`src/rtl/instruction_memory_pipelined.sv`:
```
// Pipelined instruction store: request/valid fetch port with 1- or 2-cycle read latency,
// fault fill on misaligned/out-of-range fetches, and a streaming program-load port.
module instruction_memory_pipelined #(
  parameter int          ADDR_WIDTH   = 64,
  parameter int          DEPTH_WORDS  = 64,
  parameter int          READ_LATENCY = 1,
  parameter logic [31:0] FAULT_DATA   = 32'hD503201F,
  parameter string       INIT_FILE    = ""
) (
  input  logic                  CLK,
  input  logic                  Reset,
  input  logic                  FetchReq,
  input  logic [ADDR_WIDTH-1:0] Address,
  output logic                  FetchReady,
  output logic                  FetchValid,
  output logic [31:0]           Data,
  output logic                  Fault,
  input  logic                  Hold,
  input  logic                  LoadStart,
  input  logic [ADDR_WIDTH-1:0] LoadBase,
  input  logic                  LoadValid,
  input  logic [31:0]           LoadData,
  input  logic                  LoadLast,
  output logic                  LoadBusy,
  output logic                  LoadError
);

  localparam int IDX_W = $clog2(DEPTH_WORDS);
  localparam int PTR_W = ADDR_WIDTH - 2;

  typedef struct packed {
    logic        fault;
    logic [31:0] data;
  } resp_t;

  typedef enum logic [1:0] {RUN, LOAD, DRAIN} state_t;

  state_t             state;
  logic [PTR_W-1:0]   wptr;
  logic [1:0]         drain_cnt;
  logic               wptr_ok;
  logic               mem_we;

  logic [IDX_W-1:0]   f_idx;
  logic               f_fault;
  logic               acc;

  logic [READ_LATENCY:1] vld_pipe;
  resp_t                 out_q;

  logic [31:0] mem [DEPTH_WORDS];

  // Array contents survive reset; the array starts all zero.
  initial begin
    for (int i = 0; i < DEPTH_WORDS; i++) mem[i] = '0;
  end

  always @(posedge CLK) begin
    if (mem_we) mem[wptr[IDX_W-1:0]] <= LoadData;
  end

  // Fetch decode
  assign f_idx      = Address[IDX_W+1:2];
  assign f_fault    = (Address[1:0] != 2'b00) || (|Address[ADDR_WIDTH-1:IDX_W+2]);
  assign FetchReady = (state == RUN) && !Hold && !LoadStart;
  assign acc        = FetchReq && FetchReady;

  // Load sequencer
  assign wptr_ok = (wptr < PTR_W'(DEPTH_WORDS));
  assign mem_we  = (state == LOAD) && LoadValid && wptr_ok;

  always_ff @(posedge CLK or posedge Reset) begin
    if (Reset) begin
      state     <= RUN;
      wptr      <= '0;
      drain_cnt <= '0;
      LoadBusy  <= 1'b0;
      LoadError <= 1'b0;
    end else begin
      case (state)
        RUN: begin
          if (LoadStart) begin
            state     <= LOAD;
            LoadBusy  <= 1'b1;
            wptr      <= LoadBase[ADDR_WIDTH-1:2];
            LoadError <= (LoadBase[1:0] != 2'b00);
          end
        end
        LOAD: begin
          if (LoadValid) begin
            // pointer parks past the end instead of wrapping; later beats are dropped
            if (!wptr_ok) LoadError <= 1'b1;
            else          wptr      <= wptr + 1'b1;
            if (LoadLast) begin
              state     <= DRAIN;
              drain_cnt <= 2'(READ_LATENCY - 1);
            end
          end
        end
        DRAIN: begin
          if (drain_cnt == 2'd0) begin
            state    <= RUN;
            LoadBusy <= 1'b0;
          end else begin
            drain_cnt <= drain_cnt - 2'd1;
          end
        end
        default: begin
          state    <= RUN;
          LoadBusy <= 1'b0;
        end
      endcase
    end
  end

  // Read pipeline; Hold freezes every stage including the outputs
  if (READ_LATENCY == 1) begin : g_rl1
    always_ff @(posedge CLK or posedge Reset) begin
      if (Reset) begin
        vld_pipe <= '0;
        out_q    <= '0;
      end else if (!Hold) begin
        vld_pipe[1] <= acc;
        if (acc) begin
          out_q.fault <= f_fault;
          out_q.data  <= f_fault ? FAULT_DATA : mem[f_idx];
        end
      end
    end
  end else begin : g_rl2
    logic [31:0] rd_q;
    logic        flt_q;

    always_ff @(posedge CLK or posedge Reset) begin
      if (Reset) begin
        vld_pipe <= '0;
        rd_q     <= '0;
        flt_q    <= 1'b0;
        out_q    <= '0;
      end else if (!Hold) begin
        vld_pipe <= {vld_pipe[1], acc};
        if (acc) begin
          flt_q <= f_fault;
          if (!f_fault) rd_q <= mem[f_idx];
        end
        if (vld_pipe[1]) begin
          out_q.fault <= flt_q;
          out_q.data  <= flt_q ? FAULT_DATA : rd_q;
        end
      end
    end
  end

  assign FetchValid = vld_pipe[READ_LATENCY];
  assign Data       = out_q.data;
  assign Fault      = out_q.fault;

endmodule

```
`config.mk`:
```
export PLATFORM = sky130hd
export DESIGN_NAME = instruction_memory_pipelined
export DESIGN_NICKNAME = d
export VERILOG_FILES = /design/src/rtl/instruction_memory_pipelined.sv
export SDC_FILE = /design/constraint.sdc
export NUM_CORES = 2
export LEC_CHECK = 0
export CAP_MARGIN = 30
export CORE_MARGIN = 3
export CORE_UTILIZATION = 66
export DETAILED_ROUTE_END_ITERATION = 8
export GPL_ROUTABILITY_DRIVEN = 0
export PLACE_DENSITY = 0.84
export SETUP_SLACK_MARGIN = 0.02
export SYNTH_ARGS = -nofsm -noshare
export SYNTH_HDL_FRONTEND = slang
export SYNTH_SLANG_ARGS = --single-unit
```
`constraint.sdc`:
```
create_clock -name CLK -period 11.51 [get_ports CLK]
set_clock_uncertainty 0.15 [all_clocks]
set_input_delay 1.151 -clock CLK [delete_from_list [all_inputs] [get_ports CLK]]
set_output_delay 1.151 -clock CLK [all_outputs]
set_load 0.03 [all_outputs]
```
==> results.cfg <==
[job]
cap_viol_max_count = 0

[setup_path]
r2r_end = mem[28][14]$_DFFE_PP_
crit_path_start = Address[4]
slowest_delay_ps = 740
cp_top_family = buffers and inverters
crit_chain = buf_8 > buf_4 > buf_4 > nand2b_1 > o221ai_1 > o22ai_1 > a311oi_1 > a2111oi_0 > nor2_1
cp_slowest_cell = buf_4
worst-path-buf-inv = 3
r2r_cells = 7
ff2ff_setup_slack_ps = 6510
critPathMostFrequentCell = buf_4
start_kind = input port
r2r-start = wptr[14]$_DFFE_PP0P_
critPathMaxFanout = 92
required_ps = 12030
crit_cells = 9
end_kind = flip-flop
worst-endpoint-arrival_ps = 5620
critical_path_class = input port to flip-flop
crit_path_end = Data[0]$_DFFE_PP0P_

[sta]
worst_pin_slew_ps = 1180
setup_violations = 0
drv_slew = 0
setup_ws_ps = 6410
min_period_ps = 5100
rsz0062_at_grt = false
max_freq_ghz = 0.196
fin_setup_tns_ps = 0
slew_headroom = 0.209
timing.final.crit_share = 0.443
hold_viol = 0

[global_routing]
grt_pass1_vias = 47300
grt_overflow = 0
grt_usage = 0.403
grt_max_degree = 124
grt_pass1_wl_mm = 361
antenna_found_initial = 24

[synth]
yosysSeqAreaShare = 0.769
yosysWarnings = 0
synth_nets = 4064
ys_ff_latch = 2150
ys_types = 67
synthesis.area_um2 = 83200
synthCells = 3895
synth_edf_count = 2048
syn-mean-instance-area_um2 = 21.4
ys.flop_type = edfxtp_1
async_flop_share = 0.0474

[die]
die_w_um = 361
design.core.area_um2 = 124000
initial_core_util = 0.669
die_h_um = 361
rows = 129
ioPinCount = 204
dieArea_um2 = 130000

[drt]
wl_per_cell_um = 42.9
viasPerCell = 7.78
final_antenna_net_count = 0
dr.pass1.iters = 6
vias = 47000
drtIter0Drc = 8936
wl_mm = 259
drc = 0

[power_and_ir_drop]
p_leak_nw = 29.9
powerDensity_nw_per_um2 = 177
power_mw = 16.7
ir_drop_uv = 197

[layout]
fillers = 5927
drive_gt1_frac = 0.250
final_nets = 4382
area_delta_synth_final_pct = 13.6

[place]
portBuffers = 203
post-place-ws_ps = 6080
post-dp-hpwl_mm = 123

[clocking]
post_cts_resize_count = 0
clkLatencyLatePin_ps = 830
htreeDepth = 4
clk_pin_slew_ps = 60
clockBufferDepth = 3
cts_root_buf = clkbuf_16
cts.sinks = 2150
cts_hold_buf = 0
cts_tree = built
cts_made_buffers = 197
cts_setup_buffers = 0

[run_status]
status = finished clean

[worst_hold_path]
hold_path.class = flip-flop to flip-flop
[report_power, final]
part	switching (mW)	leakage [nW]	internal, mW	total [mW]
Sequential	0.139	19.5	8.67	8.81
Combinational	0.734	7.20	0.439	1.17
Clock	2.99	3.19	3.77	6.75
Total	3.86	29.9	12.9	16.7
[worst register-to-register path, delay by kind of cell (launching register included)]
family / cells / cell delay [ps]
buf+inv: 1 / 630
flops: 1 / 410
simple gates: 6 / 3420
[cells in the mapped netlist, drive strengths merged, types with 3 or more instances]
| master | instances | share of area |
|---|---|---|
| o211ai | 3 | 0.00027 |
| nor2 | 189 | 0.0085 |
| o21a | 5 | 0.00045 |
| and4 | 3 | 0.00032 |
| a21oi | 87 | 0.0052 |
| edfxtp | 2048 | 0.74 |
| a2111oi | 17 | 0.0018 |
| dfrtp | 102 | 0.031 |
| nor2b | 31 | 0.0023 |
| or3 | 5 | 0.00038 |
| o22ai | 37 | 0.0028 |
| a32oi | 3 | 0.00032 |
| buf | 137 | 0.011 |
| mux4 | 527 | 0.14 |
| a311o | 3 | 0.00036 |
| a211oi | 45 | 0.0041 |
| a31oi | 13 | 0.00098 |
| nand3b | 4 | 0.00036 |
| or2 | 4 | 0.00030 |
| a2bb2oi | 4 | 0.00042 |
| a221o | 3 | 0.00036 |
| nor3 | 13 | 0.00078 |
| clkbuf | 87 | 0.0039 |
| o31ai | 5 | 0.00045 |
| mux2 | 22 | 0.0030 |
| nand3 | 24 | 0.0014 |
| nand2 | 131 | 0.0059 |
| a22oi | 21 | 0.0019 |
| inv | 12 | 0.00054 |
| a311oi | 8 | 0.00084 |
| nand4 | 14 | 0.0011 |
| and2 | 20 | 0.0015 |
| a221oi | 12 | 0.0013 |
| o221ai | 12 | 0.0013 |
| mux2i | 103 | 0.012 |
| o22a | 5 | 0.00053 |
| or4 | 3 | 0.00027 |
| nand2b | 12 | 0.00090 |
| and3 | 11 | 0.00083 |
| o21ai | 44 | 0.0026 |
| o41ai | 5 | 0.00053 |
| nor4 | 35 | 0.0027 |
[through the flow]
stage | hold slack (ps) | util | std cells | instance area [um^2]
detailed placement | 340 | 0.702 | 5620 | 87300
global placement | 345 | 0.701 | 5615 | 87200
floorplan | 313 | - | 3895 | 83200
finish | 358 | 0.760 | 6040 | 94500
CTS | 361 | 0.754 | 5990 | 93800
global route | 368 | 0.759 | 6023 | 94500
[logic make-up after synthesis]
kind of cell,Yosys count,synth area share
simple gates,504,0.0281
mux,652,0.158
compound gates,351,0.0284
fa+ha+maj,2,0.000301
buf+inv,236,0.0157
flops,2150,0.769
[how the worst min path moves through the flow]
stage	start	end	slack, ps	cells after the start
2_1_floorplan	wptr[28]$_DFFE_PP0P_	wptr[28]$_DFFE_PP0P_	310	2
3_3_place_gp	LoadBusy$_DFFE_PP0P_	LoadBusy$_DFFE_PP0P_	340	1
3_5_place_dp	FetchValid$_DFFE_PP0N_	FetchValid$_DFFE_PP0N_	340	2
4_1_cts	wptr[33]$_DFFE_PP0P_	wptr[33]$_DFFE_PP0P_	360	1
5_1_grt	wptr[33]$_DFFE_PP0P_	wptr[33]$_DFFE_PP0P_	370	1
6_report	wptr[33]$_DFFE_PP0P_	wptr[33]$_DFFE_PP0P_	360	1
[routing by layer]
metal / up-vias / share of wire / track usage
met5: - / 0.00035 / 0
met4: 14 / 0.078 / 0.255
met3: 1297 / 0.17 / 0.142
met2: 5433 / 0.46 / 0.601
met1: 23200 / 0.30 / 0.515
li1: 17000 / - / -
[cells in the final DEF, fill, tap and decap left out, types with 11 or more instances in the layout]
cell type        synthesis  final
edfxtp_1              2048   2048
mux4_2                 527    527
clkbuf_16                0    203
clkdlybuf4s50_1          0    165
nand2_1                131    129
nor2_1                 189    124
buf_4                   38    104
mux2i_1                103    103
dfrtp_1                102    102
a21oi_1                 87     87
nor2_4                   0     64
clkbuf_1                87     48
a211oi_1                45     45
o21ai_0                 44     44
o22ai_1                 37     37
clkinv_2                 0     36
clkinv_1                 0     36
nor4_1                  34     34
buf_2                   56     33
buf_12                   1     31
nor2b_1                 31     29
nand3_1                 24     24
mux2_2                  22     22
a22oi_1                 21     21
bufinv_16                0     21
diode_2                  0     19
and2_1                  17     17
a2111oi_0               17     17
nand4_1                 14     14
nor3_1                  13     13
a31oi_1                 13     13
nand2b_1                12     12
o221ai_1                12     12
a221oi_1                12     12
and3_1                  11     11
[registers in the layout (all words and copies together) (netlist names)]
| register | count |
|---|---|
| Fault | 1 |
| mem | 2048 |
| FetchValid | 1 |
| drain_cnt | 2 |
| LoadBusy | 1 |
| wptr | 62 |
| state | 2 |
| Data | 32 |
| LoadError | 1 |
[cell type report]
type                    count  area, um^2  share of cell area
diodes                     19        47.5            0.000503
multi-input cells        1509       18400               0.194
clock inverters           111        1150              0.0121
inverters                  12        52.6            0.000556
well taps                1637        2050              0.0217
repair buffers            343        3440              0.0364
flip-flops and latches   2150       64100               0.677
clock buffers             259        5370              0.0568
No activity file was read; power rests on OpenSTA's default activity.
